--- config.mk ---
export PLATFORM = sky130hd
export DESIGN_NAME = alu_operand_stage
export DESIGN_NICKNAME = d
export VERILOG_FILES = /design/src/rtl/cpu_pkg.sv /design/src/rtl/cpu_regfile.sv /design/src/rtl/alu_operand_stage.sv
export SDC_FILE = /design/constraint.sdc
export NUM_CORES = 1
export LEC_CHECK = 0
export BUFFER_PORTS_ARGS = -buffer_cell sky130_fd_sc_hd__buf_2
export CAP_MARGIN = 20
export CORE_MARGIN = 2
export CORE_UTILIZATION = 50
export CTS_BUF_LIST = sky130_fd_sc_hd__clkbuf_16
export CTS_CLUSTER_DIAMETER = 100
export DETAILED_ROUTE_END_ITERATION = 7
export GPL_TIMING_DRIVEN = 0
export PLACE_DENSITY = 0.71
export SYNTH_ARGS = -nofsm -noshare
export SYNTH_HDL_FRONTEND = slang
export SYNTH_SLANG_ARGS = --single-unit
--- constraint.sdc ---
create_clock -name clk -period 2.14 [get_ports clk]
set_input_delay 0.214 -clock clk [delete_from_list [all_inputs] [get_ports clk]]
set_output_delay 0.214 -clock clk [all_outputs]
set_load 0.02 [all_outputs]
--- src/rtl/cpu_pkg.sv ---
// rtl/cpu_pkg.sv - shared widths, ALU opcodes and sequencer state encoding for the operand stage.
package cpu_pkg;

  localparam int DEF_DATA_W = 16;
  localparam int DEF_REG_N  = 8;
  localparam int DEF_ADDR_W = 3;

  localparam logic [2:0] ALU_ADD   = 3'b000;
  localparam logic [2:0] ALU_SUB   = 3'b001;
  localparam logic [2:0] ALU_AND   = 3'b010;
  localparam logic [2:0] ALU_OR    = 3'b011;
  localparam logic [2:0] ALU_XOR   = 3'b100;
  localparam logic [2:0] ALU_NOT   = 3'b101;
  localparam logic [2:0] ALU_SHL   = 3'b110;
  localparam logic [2:0] ALU_PASSB = 3'b111;

  typedef enum logic [1:0] {
    ST_IDLE  = 2'd0,
    ST_FETCH = 2'd1,
    ST_EXEC  = 2'd2,
    ST_WB    = 2'd3
  } state_t;

endpackage

--- src/rtl/cpu_regfile.sv ---
// rtl/cpu_regfile.sv - general register file: two operand read ports, one debug read port, one write port.
module cpu_regfile
  import cpu_pkg::*;
#(
  parameter int DATA_W = DEF_DATA_W,
  parameter int REG_N  = DEF_REG_N,
  parameter int ADDR_W = DEF_ADDR_W
) (
  input  logic              clk,
  input  logic              rst_n,
  input  logic              we,
  input  logic [ADDR_W-1:0] waddr,
  input  logic [DATA_W-1:0] wdata,
  input  logic [ADDR_W-1:0] raddr1,
  input  logic [ADDR_W-1:0] raddr2,
  input  logic [ADDR_W-1:0] dbg_addr,
  output logic [DATA_W-1:0] rdata1,
  output logic [DATA_W-1:0] rdata2,
  output logic [DATA_W-1:0] dbg_data
);

  logic [DATA_W-1:0] regs [REG_N];

  always_ff @(posedge clk or negedge rst_n) begin
    if (!rst_n) begin
      for (int i = 0; i < REG_N; i++) regs[i] <= '0;
    end else if (we) begin
      regs[waddr] <= wdata;
    end
  end

  // Reads see the pre-write value during the write cycle.
  assign rdata1   = regs[raddr1];
  assign rdata2   = regs[raddr2];
  assign dbg_data = regs[dbg_addr];

endmodule

--- src/rtl/alu_operand_stage.sv ---
// rtl/alu_operand_stage.sv - four-cycle execute sequencer feeding the 16-bit alu and writing results back.
// Optional immediate B operand selected with ALU_IMM_EN.
module alu_operand_stage
  import cpu_pkg::*;
#(
  parameter int DATA_W = DEF_DATA_W,
  parameter int REG_N  = DEF_REG_N,
  parameter int ADDR_W = DEF_ADDR_W
) (
  input  logic              clk,
  input  logic              rst_n,
  input  logic              in_valid,
  output logic              in_ready,
  input  logic [2:0]        in_op,
  input  logic [ADDR_W-1:0] in_rd,
  input  logic [ADDR_W-1:0] in_rs1,
  input  logic [ADDR_W-1:0] in_rs2,
  input  logic              in_use_imm,
  input  logic [DATA_W-1:0] in_imm,
  output logic [DATA_W-1:0] ALU_A,
  output logic [DATA_W-1:0] ALU_B,
  output logic [2:0]        ALU_Code,
  input  logic [DATA_W-1:0] ALU_Out,
  input  logic              Carry,
  input  logic              isZero,
  output logic              wb_valid,
  output logic [ADDR_W-1:0] wb_rd,
  output logic [DATA_W-1:0] wb_data,
  output logic              flag_c,
  output logic              flag_z,
  input  logic [ADDR_W-1:0] dbg_addr,
  output logic [DATA_W-1:0] dbg_data
);

  state_t            state;
  logic [2:0]        op_q;
  logic [ADDR_W-1:0] rd_q, rs1_q, rs2_q;
  logic [DATA_W-1:0] result_q;
  logic              c_q, z_q;
  logic [DATA_W-1:0] rs1_data, rs2_data, b_sel;
  logic              accept;

  assign accept = in_valid && in_ready;

  cpu_regfile #(
    .DATA_W(DATA_W),
    .REG_N (REG_N),
    .ADDR_W(ADDR_W)
  ) u_regfile (
    .clk     (clk),
    .rst_n   (rst_n),
    .we      (state == ST_WB),
    .waddr   (rd_q),
    .wdata   (result_q),
    .raddr1  (rs1_q),
    .raddr2  (rs2_q),
    .dbg_addr(dbg_addr),
    .rdata1  (rs1_data),
    .rdata2  (rs2_data),
    .dbg_data(dbg_data)
  );

`ifdef ALU_IMM_EN
  logic              use_imm_q;
  logic [DATA_W-1:0] imm_q;

  always_ff @(posedge clk or negedge rst_n) begin
    if (!rst_n) begin
      use_imm_q <= 1'b0;
      imm_q     <= '0;
    end else if (state == ST_IDLE && accept) begin
      use_imm_q <= in_use_imm;
      imm_q     <= in_imm;
    end
  end

  assign b_sel = use_imm_q ? imm_q : rs2_data;
`else
  logic unused_imm;
  assign unused_imm = ^{in_use_imm, in_imm};
  assign b_sel      = rs2_data;
`endif

  // Result and destination are held from EXEC until the next instruction's EXEC.
  assign wb_rd   = rd_q;
  assign wb_data = result_q;

  always_ff @(posedge clk or negedge rst_n) begin
    if (!rst_n) begin
      state    <= ST_IDLE;
      in_ready <= 1'b1;
      op_q     <= '0;
      rd_q     <= '0;
      rs1_q    <= '0;
      rs2_q    <= '0;
      ALU_A    <= '0;
      ALU_B    <= '0;
      ALU_Code <= '0;
      result_q <= '0;
      c_q      <= 1'b0;
      z_q      <= 1'b0;
      wb_valid <= 1'b0;
      flag_c   <= 1'b0;
      flag_z   <= 1'b0;
    end else begin
      wb_valid <= 1'b0;
      case (state)
        ST_IDLE: begin
          if (accept) begin
            op_q     <= in_op;
            rd_q     <= in_rd;
            rs1_q    <= in_rs1;
            rs2_q    <= in_rs2;
            in_ready <= 1'b0;
            state    <= ST_FETCH;
          end
        end
        ST_FETCH: begin
          ALU_A    <= rs1_data;
          ALU_B    <= b_sel;
          ALU_Code <= op_q;
          state    <= ST_EXEC;
        end
        ST_EXEC: begin
          result_q <= ALU_Out;
          c_q      <= Carry;
          z_q      <= isZero;
          wb_valid <= 1'b1;
          state    <= ST_WB;
        end
        ST_WB: begin
          flag_c   <= c_q;
          flag_z   <= z_q;
          in_ready <= 1'b1;
          state    <= ST_IDLE;
        end
        default: begin
          in_ready <= 1'b1;
          state    <= ST_IDLE;
        end
      endcase
    end
  end

endmodule

==> metrics.yaml <==
setup_path:
  start_kind: "input pin"
  critPathBufInv: 3
  crit_chain: "buf_2 -> clkbuf_1 -> mux4_2 -> mux2_2 -> buf_2"
  crit_type: "in -> out"
  end_kind: "primary output"
  cp_top_family: "buffers and inverters"
  cpMaxStageDelayCell: "clkbuf_1"
  worstPathRequired_ps: 1930
  critPathArrivalTime_ps: 1900
  crit_fanout: 10
  critical-path-max-stage-delay_ps: 620
  crit_top_cell: "buf_2"
sta:
  tightest_slew_ps: 980
  hold_viol_final: 2
  relSlewSlack_pct: 34.7
  min_period_over_period_pct: 98.6
  whs_ps: -1.63
  drv_slew: 0
  skew_ps: 10.0
  min_period_ps: 2110
  max_freq_mhz: 474
  setup_viol: 0
  rsz0062_at_grt: "false"
cells_and_area:
  register_area_sq_um: 4980
  multi_input_area_sq_um: 5490
  postLayoutCellArea_sq_um: 12700
  diodes: 0
  drive_gt1_share_pct: 42.0
  nFillCells: 1735
  nNetsFinal: 1009
  post-route-util_pct: 60.0
  syn_to_final_growth_pct: 16.8
detailed_routing:
  antenna_left: 0
  viasPerCell: 6.45
  routed_wl_um: 33300
  drc: 0
  drtIter0Drc: 792
  first_pass_iters: 7
  vias: 7991
  routedWlPerCell_um: 26.9
synth:
  synth_warnings: 0
  synth_ff_type: "dfrtp_1"
  synthesis.area_sq_um: 10900
  yosysSeqAreaShare_pct: 45.8
  synthArstFlopShare_pct: 100
  synth_edf_count: 0
  syn-mean-instance-area_sq_um: 13.6
  synth.ff_latch_count: 199
  synth.net_count: 855
  synth_area_leaders: "dfrtp_1, mux2_2, mux2i_1"
  synth_top_area_cell: "dfrtp_1"
  synthTopCellsByCount: "dfrtp_1, mux2_2, mux2i_1"
  synth_cell_type_count: 33
  synthCells: 797
  synth_most_common_cell: "dfrtp_1"
  yosys.area.top_type_share_pct: 45.6
die:
  die_w_um: 151
  io-pin-count: 127
  coreArea_sq_um: 21200
  rows: 53
  die_h_um: 151
  initial_utilization_pct: 51.4
  die_area_sq_um: 22900
clock_network:
  cts_tree: "done"
  cts_max_level: 4
  path_clk_slew_ps: 70
  cts-root-buf: "clkbuf_16"
  cts.sinks: 199
  insertion_delay_ps: 450
  clockBufferDepth: 2
  numCtsBuffers: 17
grt:
  first_global_vias: 7886
  grt_pass1_wl_um: 49300
  grtUsageTotal_pct: 30.0
  overflow: 0
  grt_max_degree: 112
  antenna_found_initial: 0
run_status:
  status: "finished with violations"
  violations: "negative hold slack"
placement:
  dp_hpwl_um: 20900
  post_dp_cell_area_sq_um: 11800
  routabilityCongestion: 0.909
  io_buffers: 107
job:
  cap_violations: 0
power_and_ir_drop:
  pwr-share-clk_pct: 45.5
  leakagePower_nw: 6.45
  peakVddDrop_v: 0.000431
  total_power_w: 0.00732
  p_per_area_nw_per_um2: 577
  switching_share_pct: 23.5
  power_switching_w: 0.00172
  comb_power_share_pct: 3.2
  seqPwrFrac_pct: 51.3
  intPower_w: 0.00560
min_path:
  hp-class: "in -> reg"
-- metrics by stage --
| stage | setup TNS, ps | cells | hold slack, ps | setup slack [ps] |
|---|---|---|---|---|
| 6_report | 0 | 1239 | -1.63 | 29.2 |
| 5_1_grt | 0 | 1239 | 1.36 | 5.91 |
| 4_1_cts | 0 | 1239 | 0.0236 | 49.5 |
| 3_5_place_dp | -8140 | 1180 | 291 | -237 |
| 3_3_place_gp | -514360 | 1179 | 444 | -2580 |
| 2_1_floorplan | 0 | 797 | -81.6 | 395 |
-- routing by layer --
layer	up-vias	part of all wire, %	global-route usage [%]	routed length, um
li1	3342	-	-	-
met1	4109	43	42.3	14200
met2	444	45	46.2	15100
met3	96	8.0	5.12	2670
met4	0	3.9	12.1	1290
met5	-	0	0	0
-- registers in the layout (all words and copies together), names as in the netlist --
signal	flops
u_regfile.regs	128
ALU_A	16
ALU_B	16
wb_data	16
ALU_Code	3
op_q	3
rs1_q	3
rs2_q	3
wb_rd	3
state	2
c_q	1
flag_c	1
flag_z	1
in_ready	1
wb_valid	1
z_q	1
-- path summary, 6_finish.rpt --
path,startpoint,endpoint,slack [ps],cells past startpoint
setup / recovery,dbg_addr[1],dbg_data[7],30,5
hold / removal,ALU_Out[12],wb_data[12],-2,2
setup reg to reg,rs2_q[1],ALU_B[7],30,5
hold reg to reg,in_ready,in_ready,500,2
max in group asynchronous,rst_n,ALU_A[4],730,3
min in group asynchronous,rst_n,u_regfile.regs[92],370,2
-- what timing repair did --
| item | 4_1_cts | 5_1_grt |
|---|---|---|
| hold buffers | 21 | 0 |
| pin swaps | 3 | 0 |
| cloned | 0 | 0 |
| resized for setup | 12 | 2 |
| endpoints found under the hold margin | 108 | 0 |
| setup endpoints to repair | 96 | 3 |
| setup buffers | 7 | 0 |
-- layout make-up --
class                           instances  area share (%)
Inverter                                3          0.0887
Clock buffer                           17            3.35
Sequential cell                       199            39.3
Buffer                                 66            3.27
Multi-Input combinational cell        528            43.2
Tap cell                              275            2.71
Clock inverter                         15            1.31
Timing Repair Buffer                  136            6.78
-- cell families after synthesis --
family | Yosys count | synth area share (%)
buffers and inverters | 70 | 3.74
AO/OA/AOI/OAI | 100 | 7.95
multiplexers | 308 | 35.0
adder cells (fa/ha/maj) | 5 | 0.576
flip-flops | 199 | 45.8
AND/OR/NAND/NOR | 115 | 6.86
-- worst register-to-register path, cell delays in order, from the launching register on --
cell and delay [ps]:
dfrtp_1 370, buf_2 210, nor2_1 570, buf_2 470, a22oi_1 150, a41o_1 230
-- power groups by stage --
stage               clock (W)  combinational, W  sequential (W)
finish                0.00333          0.000232         0.00376
global placement            0          0.000196         0.00383
floorplan                   0         0.0000604         0.00383
global route          0.00352          0.000254         0.00376
detailed placement          0          0.000206         0.00383
CTS                   0.00334          0.000238         0.00376
-- cells in the final DEF (no fill, tap or decap), types with 15 or more instances in the layout --
| cell type | instances |
|---|---|
| dfrtp_1 | 198 |
| mux2_2 | 170 |
| buf_2 | 129 |
| mux2i_1 | 96 |
| nor2b_1 | 66 |
| nand3_1 | 33 |
| a22oi_1 | 32 |
| a211o_1 | 32 |
| a41o_1 | 32 |
| dlygate4sd3_1 | 21 |
| mux4_2 | 17 |
| clkbuf_16 | 17 |
| buf_4 | 16 |
| mux4_1 | 15 |
(Power assumes the default switching activity.)
